`src/rtl/reduce_pkg.sv`:
```
// ----------------------------------------------------------------------------
// reduce_pkg
//   Shared definitions for the pipelined reduction tree (or_reduce_pipe).
//   - mode_e      : per-sample reduction mode encodings
//   - clog_base   : number of tree levels needed to fold n bits with fan-in b
//   - stage_w     : width of the partial-result vector entering level k
//   - stage_off   : bit offset of level k's vector inside the flat tree bus
//   - tree_w      : total width of the flat tree bus (all levels + final bit)
//   - pad_bit     : identity element used to fill short node groups
// ----------------------------------------------------------------------------
package reduce_pkg;

    typedef enum logic [1:0] {
        MODE_OR  = 2'b00,
        MODE_AND = 2'b01,
        MODE_XOR = 2'b10,
        MODE_NOR = 2'b11
    } mode_e;

    // Levels needed so that b**levels >= n; never less than one register stage.
    function automatic int clog_base(input int n, input int b);
        int s;
        int v;
        s = 0;
        v = 1;
        while (v < n) begin
            v = v * b;
            s = s + 1;
        end
        if (s < 1) s = 1;
        return s;
    endfunction

    // Width of the vector entering level k (k=0 is the raw input word).
    function automatic int stage_w(input int n, input int b, input int k);
        int w;
        w = n;
        for (int i = 0; i < k; i++) w = (w + b - 1) / b;
        return w;
    endfunction

    // Levels are packed back to back in one bus so every bit is both driven
    // and consumed; this returns where level k starts.
    function automatic int stage_off(input int n, input int b, input int k);
        int o;
        o = 0;
        for (int i = 0; i < k; i++) o = o + stage_w(n, b, i);
        return o;
    endfunction

    function automatic int tree_w(input int n, input int b);
        return stage_off(n, b, clog_base(n, b) + 1);
    endfunction

    // Identity for the node operator: AND needs 1, OR/XOR (and NOR, which is
    // OR inside the tree) need 0.
    function automatic logic pad_bit(input logic [1:0] mode);
        return (mode == MODE_AND);
    endfunction

endpackage

```
`src/rtl/reduce_stage.sv`:
```
// ----------------------------------------------------------------------------
// reduce_stage
//   One registered level of the reduction tree. Splits IN_W bits into groups
//   of FANIN, reduces each group with the operator selected by in_mode and
//   registers the NODES results together with the mode and valid bit, so the
//   sample's mode travels down the pipe alongside its data.
//
// Ports
//   clk        in   1       rising-edge clock
//   rst        in   1       asynchronous active-high reset
//   in_valid   in   1       valid bit entering this level
//   in_mode    in   2       reduction mode of the sample entering this level
//   in_data    in   IN_W    partial results from the previous level
//   out_valid  out  1       registered valid
//   out_mode   out  2       registered mode
//   out_data   out  NODES   registered node results
// ----------------------------------------------------------------------------
module reduce_stage
    import reduce_pkg::*;
#(
    parameter  int IN_W  = 16,
    parameter  int FANIN = 4,
    localparam int NODES = (IN_W + FANIN - 1) / FANIN
) (
    input  logic             clk,
    input  logic             rst,
    input  logic             in_valid,
    input  logic [1:0]       in_mode,
    input  logic [IN_W-1:0]  in_data,
    output logic             out_valid,
    output logic [1:0]       out_mode,
    output logic [NODES-1:0] out_data
);

    localparam int PAD_W = NODES * FANIN;

    logic [PAD_W-1:0] padded;
    logic [FANIN-1:0] grp;
    logic [NODES-1:0] node_d;

    // Fill the tail of the last group with the identity so a short group
    // does not disturb the result.
    always_comb begin
        padded = {PAD_W{pad_bit(in_mode)}};
        padded[IN_W-1:0] = in_data;
        grp    = '0;
        node_d = '0;
        for (int n = 0; n < NODES; n++) begin
            grp = padded[n*FANIN +: FANIN];
            case (in_mode)
                MODE_AND: node_d[n] = &grp;
                MODE_XOR: node_d[n] = ^grp;
                default:  node_d[n] = |grp;   // OR, and NOR before its final inversion
            endcase
        end
    end

    // Data and mode follow the sample whether or not it is valid; only the
    // valid bit decides whether the result is ever looked at.
    always_ff @(posedge clk or posedge rst) begin
        if (rst) begin
            out_valid <= 1'b0;
            out_mode  <= MODE_OR;
            out_data  <= '0;
        end else begin
            out_valid <= in_valid;
            out_mode  <= in_mode;
            out_data  <= node_d;
        end
    end

endmodule

```
`src/rtl/or_reduce_pipe.sv`:
```
// ----------------------------------------------------------------------------
// or_reduce_pipe
//   Pipelined N_IN-bit reduction (OR / AND / XOR / NOR selectable per sample)
//   built from STAGES registered levels of FANIN-input nodes. Result appears
//   STAGES cycles after acceptance at full throughput. Also keeps a sticky
//   "any result was 1" flag and a saturating count of results equal to 1.
//
// Ports
//   clk        in   1      rising-edge clock
//   rst        in   1      asynchronous active-high reset
//   in_valid   in   1      in_data/in_mode valid this cycle
//   in_data    in   N_IN   bits to reduce
//   in_mode    in   2      00 OR, 01 AND, 10 XOR, 11 NOR
//   clr        in   1      synchronous clear of sticky and hit_cnt
//   out_valid  out  1      out_data valid
//   out_data   out  1      reduction result
//   sticky     out  1      set by any valid 1 result since last clr/reset
//   hit_cnt    out  CNT_W  saturating count of valid 1 results
// ----------------------------------------------------------------------------
module or_reduce_pipe
    import reduce_pkg::*;
#(
    parameter int N_IN  = 16,
    parameter int FANIN = 4,
    parameter int CNT_W = 8
) (
    input  logic             clk,
    input  logic             rst,
    input  logic             in_valid,
    input  logic [N_IN-1:0]  in_data,
    input  logic [1:0]       in_mode,
    input  logic             clr,
    output logic             out_valid,
    output logic             out_data,
    output logic             sticky,
    output logic [CNT_W-1:0] hit_cnt
);

    localparam int STAGES = clog_base(N_IN, FANIN);
    localparam int TREE_W = tree_w(N_IN, FANIN);

    localparam logic [CNT_W-1:0] CNT_MAX = '1;

    // All levels of the tree live in one flat bus: level k occupies
    // tree[stage_off(k) +: stage_w(k)], the last level is the single top bit.
    logic [TREE_W-1:0]       tree;
    logic [STAGES:0]         vld_pipe;
    logic [STAGES:0][1:0]    mode_pipe;
    logic                    hit;

    assign tree[N_IN-1:0] = in_data;
    assign vld_pipe[0]    = in_valid;
    assign mode_pipe[0]   = in_mode;

    for (genvar k = 0; k < STAGES; k++) begin : g_stg
        localparam int IW   = stage_w(N_IN, FANIN, k);
        localparam int OW   = stage_w(N_IN, FANIN, k + 1);
        localparam int IOFF = stage_off(N_IN, FANIN, k);
        localparam int OOFF = stage_off(N_IN, FANIN, k + 1);

        reduce_stage #(
            .IN_W  (IW),
            .FANIN (FANIN)
        ) u_stage (
            .clk       (clk),
            .rst       (rst),
            .in_valid  (vld_pipe[k]),
            .in_mode   (mode_pipe[k]),
            .in_data   (tree[IOFF +: IW]),
            .out_valid (vld_pipe[k+1]),
            .out_mode  (mode_pipe[k+1]),
            .out_data  (tree[OOFF +: OW])
        );
    end

    // NOR is an OR all the way down the tree; invert only the final bit.
    // The stage registers reset to OR mode with zero data, so out_data is 0
    // while in reset.
    assign out_valid = vld_pipe[STAGES];
    assign out_data  = tree[TREE_W-1] ^ (mode_pipe[STAGES] == MODE_NOR);
    assign hit       = out_valid & out_data;

    // A hit in the same cycle as clr wins: sticky stays set and the counter
    // restarts at one rather than zero.
    always_ff @(posedge clk or posedge rst) begin
        if (rst) begin
            sticky  <= 1'b0;
            hit_cnt <= '0;
        end else begin
            if (hit)
                sticky <= 1'b1;
            else if (clr)
                sticky <= 1'b0;

            if (clr)
                hit_cnt <= hit ? CNT_W'(1) : '0;
            else if (hit && (hit_cnt != CNT_MAX))
                hit_cnt <= hit_cnt + 1'b1;
        end
    end

endmodule
```
`config.mk`:
```
export PLATFORM = sky130hd
export DESIGN_NAME = or_reduce_pipe
export DESIGN_NICKNAME = d
export VERILOG_FILES = /design/src/rtl/reduce_pkg.sv /design/src/rtl/reduce_stage.sv /design/src/rtl/or_reduce_pipe.sv
export SDC_FILE = /design/constraint.sdc
export NUM_CORES = 1
export LEC_CHECK = 0
export ABC_AREA = 0
export CAP_MARGIN = 25
export CORE_MARGIN = 1
export CORE_UTILIZATION = 53
export CTS_CLUSTER_DIAMETER = 50
export DETAILED_ROUTE_END_ITERATION = 16
export HOLD_SLACK_MARGIN = 0.08
export PLACE_DENSITY_LB_ADDON = 0.25
export SETUP_SLACK_MARGIN = 0.2
export SYNTH_ARGS = -nofsm -noshare
export SYNTH_HDL_FRONTEND = slang
export SYNTH_SLANG_ARGS = --single-unit
```
`constraint.sdc`:
```
create_clock -name clk -period 2.35 [get_ports clk]
set_clock_uncertainty 0.05 [all_clocks]
set_input_delay 0.3525 -clock clk [delete_from_list [all_inputs] [get_ports clk]]
set_output_delay 0.3525 -clock clk [all_outputs]
set_load 0.05 [all_outputs]
```
* Word level (Yosys, flattened, before mapping)
Cells that the tools add are included.
Word-level totals: register bits 20, output and inout port bits 11, logic and storage cells 45, bits of input ports 22
Cells by class: multiplexer cells 10, reduce and logical (&&, ||, !) cells 18, equal/unequal tests 6, add/subtract/negate cells 1, bitwise operators 2
Operator list (number):
- AND reduction 4 bit | 5
- OR reduction 4 bit | 5
- parity 4 bit | 5
- 2-to-1 mux 8 bit | 2
- one-hot mux 1 bit (2 select lines) | 5
- adder 8 x 1 -> 8 bit (second input constant) | 1
- != test 8 bit (second input constant) | 1
- == test 2 bit (second input constant) | 3
- == test 2 x 1 -> 1 bit (second input constant) | 2
- nonzero test 2 bit | 2
- 2-to-1 mux 1 bit | 3
- AND 1 bit | 1
- logical AND 1 bit | 1
- bitwise XOR 1 bit | 1

* Depth between registers and ports, before layout
depth in word-level cells 6, gate-level depth with buffers 6

* Cells and area by module
A second synthesis with hierarchy kept.
Unflattened totals: cell total of the unflattened synthesis 138, area, all modules 1383.8 um2
Modules (own cells, without submodules):
- reduce_stage (g_stg[0].u_stage) | times used 1, area an instance 608.1 um2, cells each 61
- or_reduce_pipe | times used 1, area an instance 526.8 um2, cells each 55
- reduce_stage (g_stg[1].u_stage) | times used 1, area an instance 249.0 um2, cells each 22

* Worst setup path after synthesis
Ideal clock, no wire load.
kind reg2reg, start point register hit_cnt[0], end point register hit_cnt[2], setup time 0.127 ns, slack 0.424 ns, stages on the path, launching flop included 6, buffers on the path 0, data arrival time 1.748 ns, cells stage by stage dfrtp_1 -> ha_1 -> nand4_1 -> or2_1 -> nand3_1 -> mux2_1
Between the ends: word-level cells in the longest chain between the ends 3, elaborated cells between the ends (all ways) 6, classes of those cells 1 x add/sub; 1 x eq/ne; 2 x mux; 2 x reduce/logical
Ends and longest elaborated chain:
- start: declaration | line or_reduce_pipe.sv:36 | output logic [CNT_W-1:0] hit_cnt
- start signal: assignment | line or_reduce_pipe.sv:96 | hit_cnt <= hit ? CNT_W'(1) : '0;
- start signal: assignment | line or_reduce_pipe.sv:98 | hit_cnt <= hit_cnt + 1'b1;
- adder 8 x 1 -> 8 bit or != test 8 bit (tied branches) | line or_reduce_pipe.sv:98, or_reduce_pipe.sv:97
- 2-to-1 mux 8 bit or logical AND 1 bit (tied branches) | line or_reduce_pipe.sv:97 | else if (hit && (hit_cnt != CNT_MAX))
- 2-to-1 mux 8 bit or nonzero test 2 bit (tied branches)
Parallel ways exist; a longest one is shown, timed or not. The select of a mux whose other input is x is not followed. A chain may end at the register's enable or synchronous reset.

* Worst setup path after layout
start point register hit_cnt[2], end point output port hit_cnt[2]
No word-level cell between the ends.

==> metrics.cfg <==
[cts]
clkSinkCount = 20
cts-root-buf = clkbuf_4
clkTransAtPathRegs_ns = 0.11
postCtsHoldBufs = 0
post-cts-setup-buffers = 0
cts-buffers-inserted = 3
ctsResizeCount = 1
htree_levels = 1
cts_tree = yes
insertion_delay_ns = 0.30
cts.path.max_buffers = 2

[floorplan]
coreArea_um2 = 2450
die_area_um2 = 2780
die_h_um = 52.8
row_count = 18
start_util = 0.556
fp.dieW_um = 52.8
io_pins = 33

[routing]
wire_per_inst_um = 13.0
ant_nets = 0
drtIter0Drc = 29
post-route-drc-count = 1
first_pass_iters = 10
routed_wl_um = 2610
vias = 1102
via_per_inst = 5.51

[power_and_ir_drop]
p_per_area_nw_per_um2 = 485
leakage_nw = 0.872
vdd_drop_max_uv = 318

[grt]
grt_pass1_wl_um = 4320
grt-ovfl-total = 0
track_usage = 0.221
grt_pass1_vias = 1063
antenna_found_initial = 0
grt_max_degree = 21

[setup_path]
endpoint_kind = output pin
startpoint_type = flip-flop
crit_fanout = 8
critPathArrivalTime_ns = 1.61
cp.required_ns = 1.95
cp_slowest_cell = clkdlybuf4s50_1
crit_chain = clkdlybuf4s50_1
slowest_delay_ns = 0.84
path_class = reg -> out
cp.buffers_inverters = 1
crit_family = buffers and inverters

[job]
maxCapViolCount = 0

[outcome]
violations = DRC
status = finished, violations left

[layout]
final_cell_mix = clkdlybuf4s50_1, inv_1, ha_1
nFillCells = 205
antenna_cells = 0
final_common_cell = clkdlybuf4s50_1
drive_gt1_frac = 0.0294
fin_nets = 219
layout-area-overhead-vs-synth_pct = 26.3

[synthesis]
synth_area_leaders = dfrtp_1, ha_1, inv_1
synth.top_cell.area_share = 0.367
ys_seq_elements = 20
syn-mean-instance-area_um2 = 9.89
yosysTopAreaCell = dfrtp_1
yosys_warnings = 0
ys_types = 33
synth_area_um2 = 1370
syn_inst = 138
yosysSeqAreaShare = 0.367
synth_nets = 185

[placed_design]
pre_cts_ws_ns = 0.429
gp_congestion = 0.844
port_buffers = 32
hpwlAfterDp_um = 2180

[timing]
drv_slew = 0
fmaxAchievable_mhz = 497
finalSetupViolCount = 0
slew_headroom = 0.427
finalHoldViolations = 0
setup_ws_ns = 0.336
tightest_slew_ns = 0.836
min_period_over_period = 0.857
rsz0062_at_grt = false
fin_tns_setup_ns = 0
period_minus_slack_ns = 2.01

[min_path]
holdCritPathClass = reg -> reg

kinds of logic (layout without fill, tap and decap cells):
kind of cell               Yosys count  after routing  synth area share
AOI/OAI and AO/OA                   23             23             0.129
xor gates and xnor gates             6              6            0.0385
adders and majority gates           25             25             0.229
buffers and inverters               29             61            0.0862
DFF                                 20             20             0.367
muxes                                3              3            0.0238
and+or+nand+nor                     32             32             0.127
cell type report:
cell class / count / area [µm²] / area share
flip-flops and latches: 20 / 500 / 0.290
repair buffers: 32 / 319 / 0.185
well taps: 30 / 37.5 / 0.0218
clock buffers: 3 / 22.5 / 0.0131
inverters: 26 / 97.6 / 0.0566
multi-input cells: 89 / 747 / 0.433
cells in the mapped netlist:
cell type   n
a21oi_1     3
o21ai_0     1
nand4_1     1
nor4b_1     1
and2_4      1
mux2_2      1
nor3_1      3
and4_1      1
inv_1      26
nand3_1     6
xor2_1      6
nor2_1      7
dfrtp_1    20
nand2_1     4
and2_1      1
buf_2       1
mux2_1      1
o21bai_1    1
a32o_1      5
ha_1       25
a31oi_1     6
and3_1      1
o31ai_1     2
or2_1       1
mux2i_1     1
a21o_1      1
or4_1       3
buf_1       1
nor2b_1     2
o311a_1     1
buf_6       1
o211a_1     2
a211o_1     1
stage by stage:
step / hold slack (ns) / instances / instance area, µm² / power, mW / utilization
after floorplan: 0.266 / 138 / 1370 / 0.587 / -
after global placement: 0.294 / 197 / 1700 / 0.671 / 0.694
after detailed placement: 0.291 / 197 / 1700 / 0.691 / 0.694
after CTS: 0.326 / 200 / 1720 / 0.847 / 0.702
after global routing: 0.333 / 200 / 1720 / 0.892 / 0.702
final: 0.317 / 200 / 1720 / 0.836 / 0.702
registers in the layout, summed over array words and instances, names as in the netlist:
register and count:
hit_cnt 8, g_stg.u_stage.out_data 5, sticky 1, g_stg.u_stage.out_valid 2, g_stg.u_stage.out_mode 4
where the power goes:
| group | switching, mW | internal, mW | total [mW] |
|---|---|---|---|
| combinational | 0.158 | 0.122 | 0.280 |
| clock | 0.100 | 0.0598 | 0.160 |
| sequential | 0.0231 | 0.373 | 0.396 |
routing by layer:
layer,track usage,routed length [µm]
met1,0.222,994
met2,0.418,1450
met3,0.0203,74
met4,0.154,86
met5,0,0
path summary, 6_finish.rpt:
check,start,to,slack [ns],depth (start not counted)
max,hit_cnt[2]$_DFFE_PP0P_,hit_cnt[2],0.34,1
min,g_stg[0].u_stage.out_valid$_DFF_PP0_,g_stg[1].u_stage.out_valid$_DFF_PP0_,0.32,0
max reg2reg,hit_cnt[0]$_DFFE_PP0P_,hit_cnt[0]$_DFFE_PP0P_,0.60,5
min reg2reg,g_stg[0].u_stage.out_valid$_DFF_PP0_,g_stg[1].u_stage.out_valid$_DFF_PP0_,0.32,0
max in group asynchronous,rst,g_stg[0].u_stage.out_data[1]$_DFF_PP0_,1.34,2
min in group asynchronous,rst,sticky$_DFFE_PP0P_,0.42,2
(Power assumes the default switching activity.)
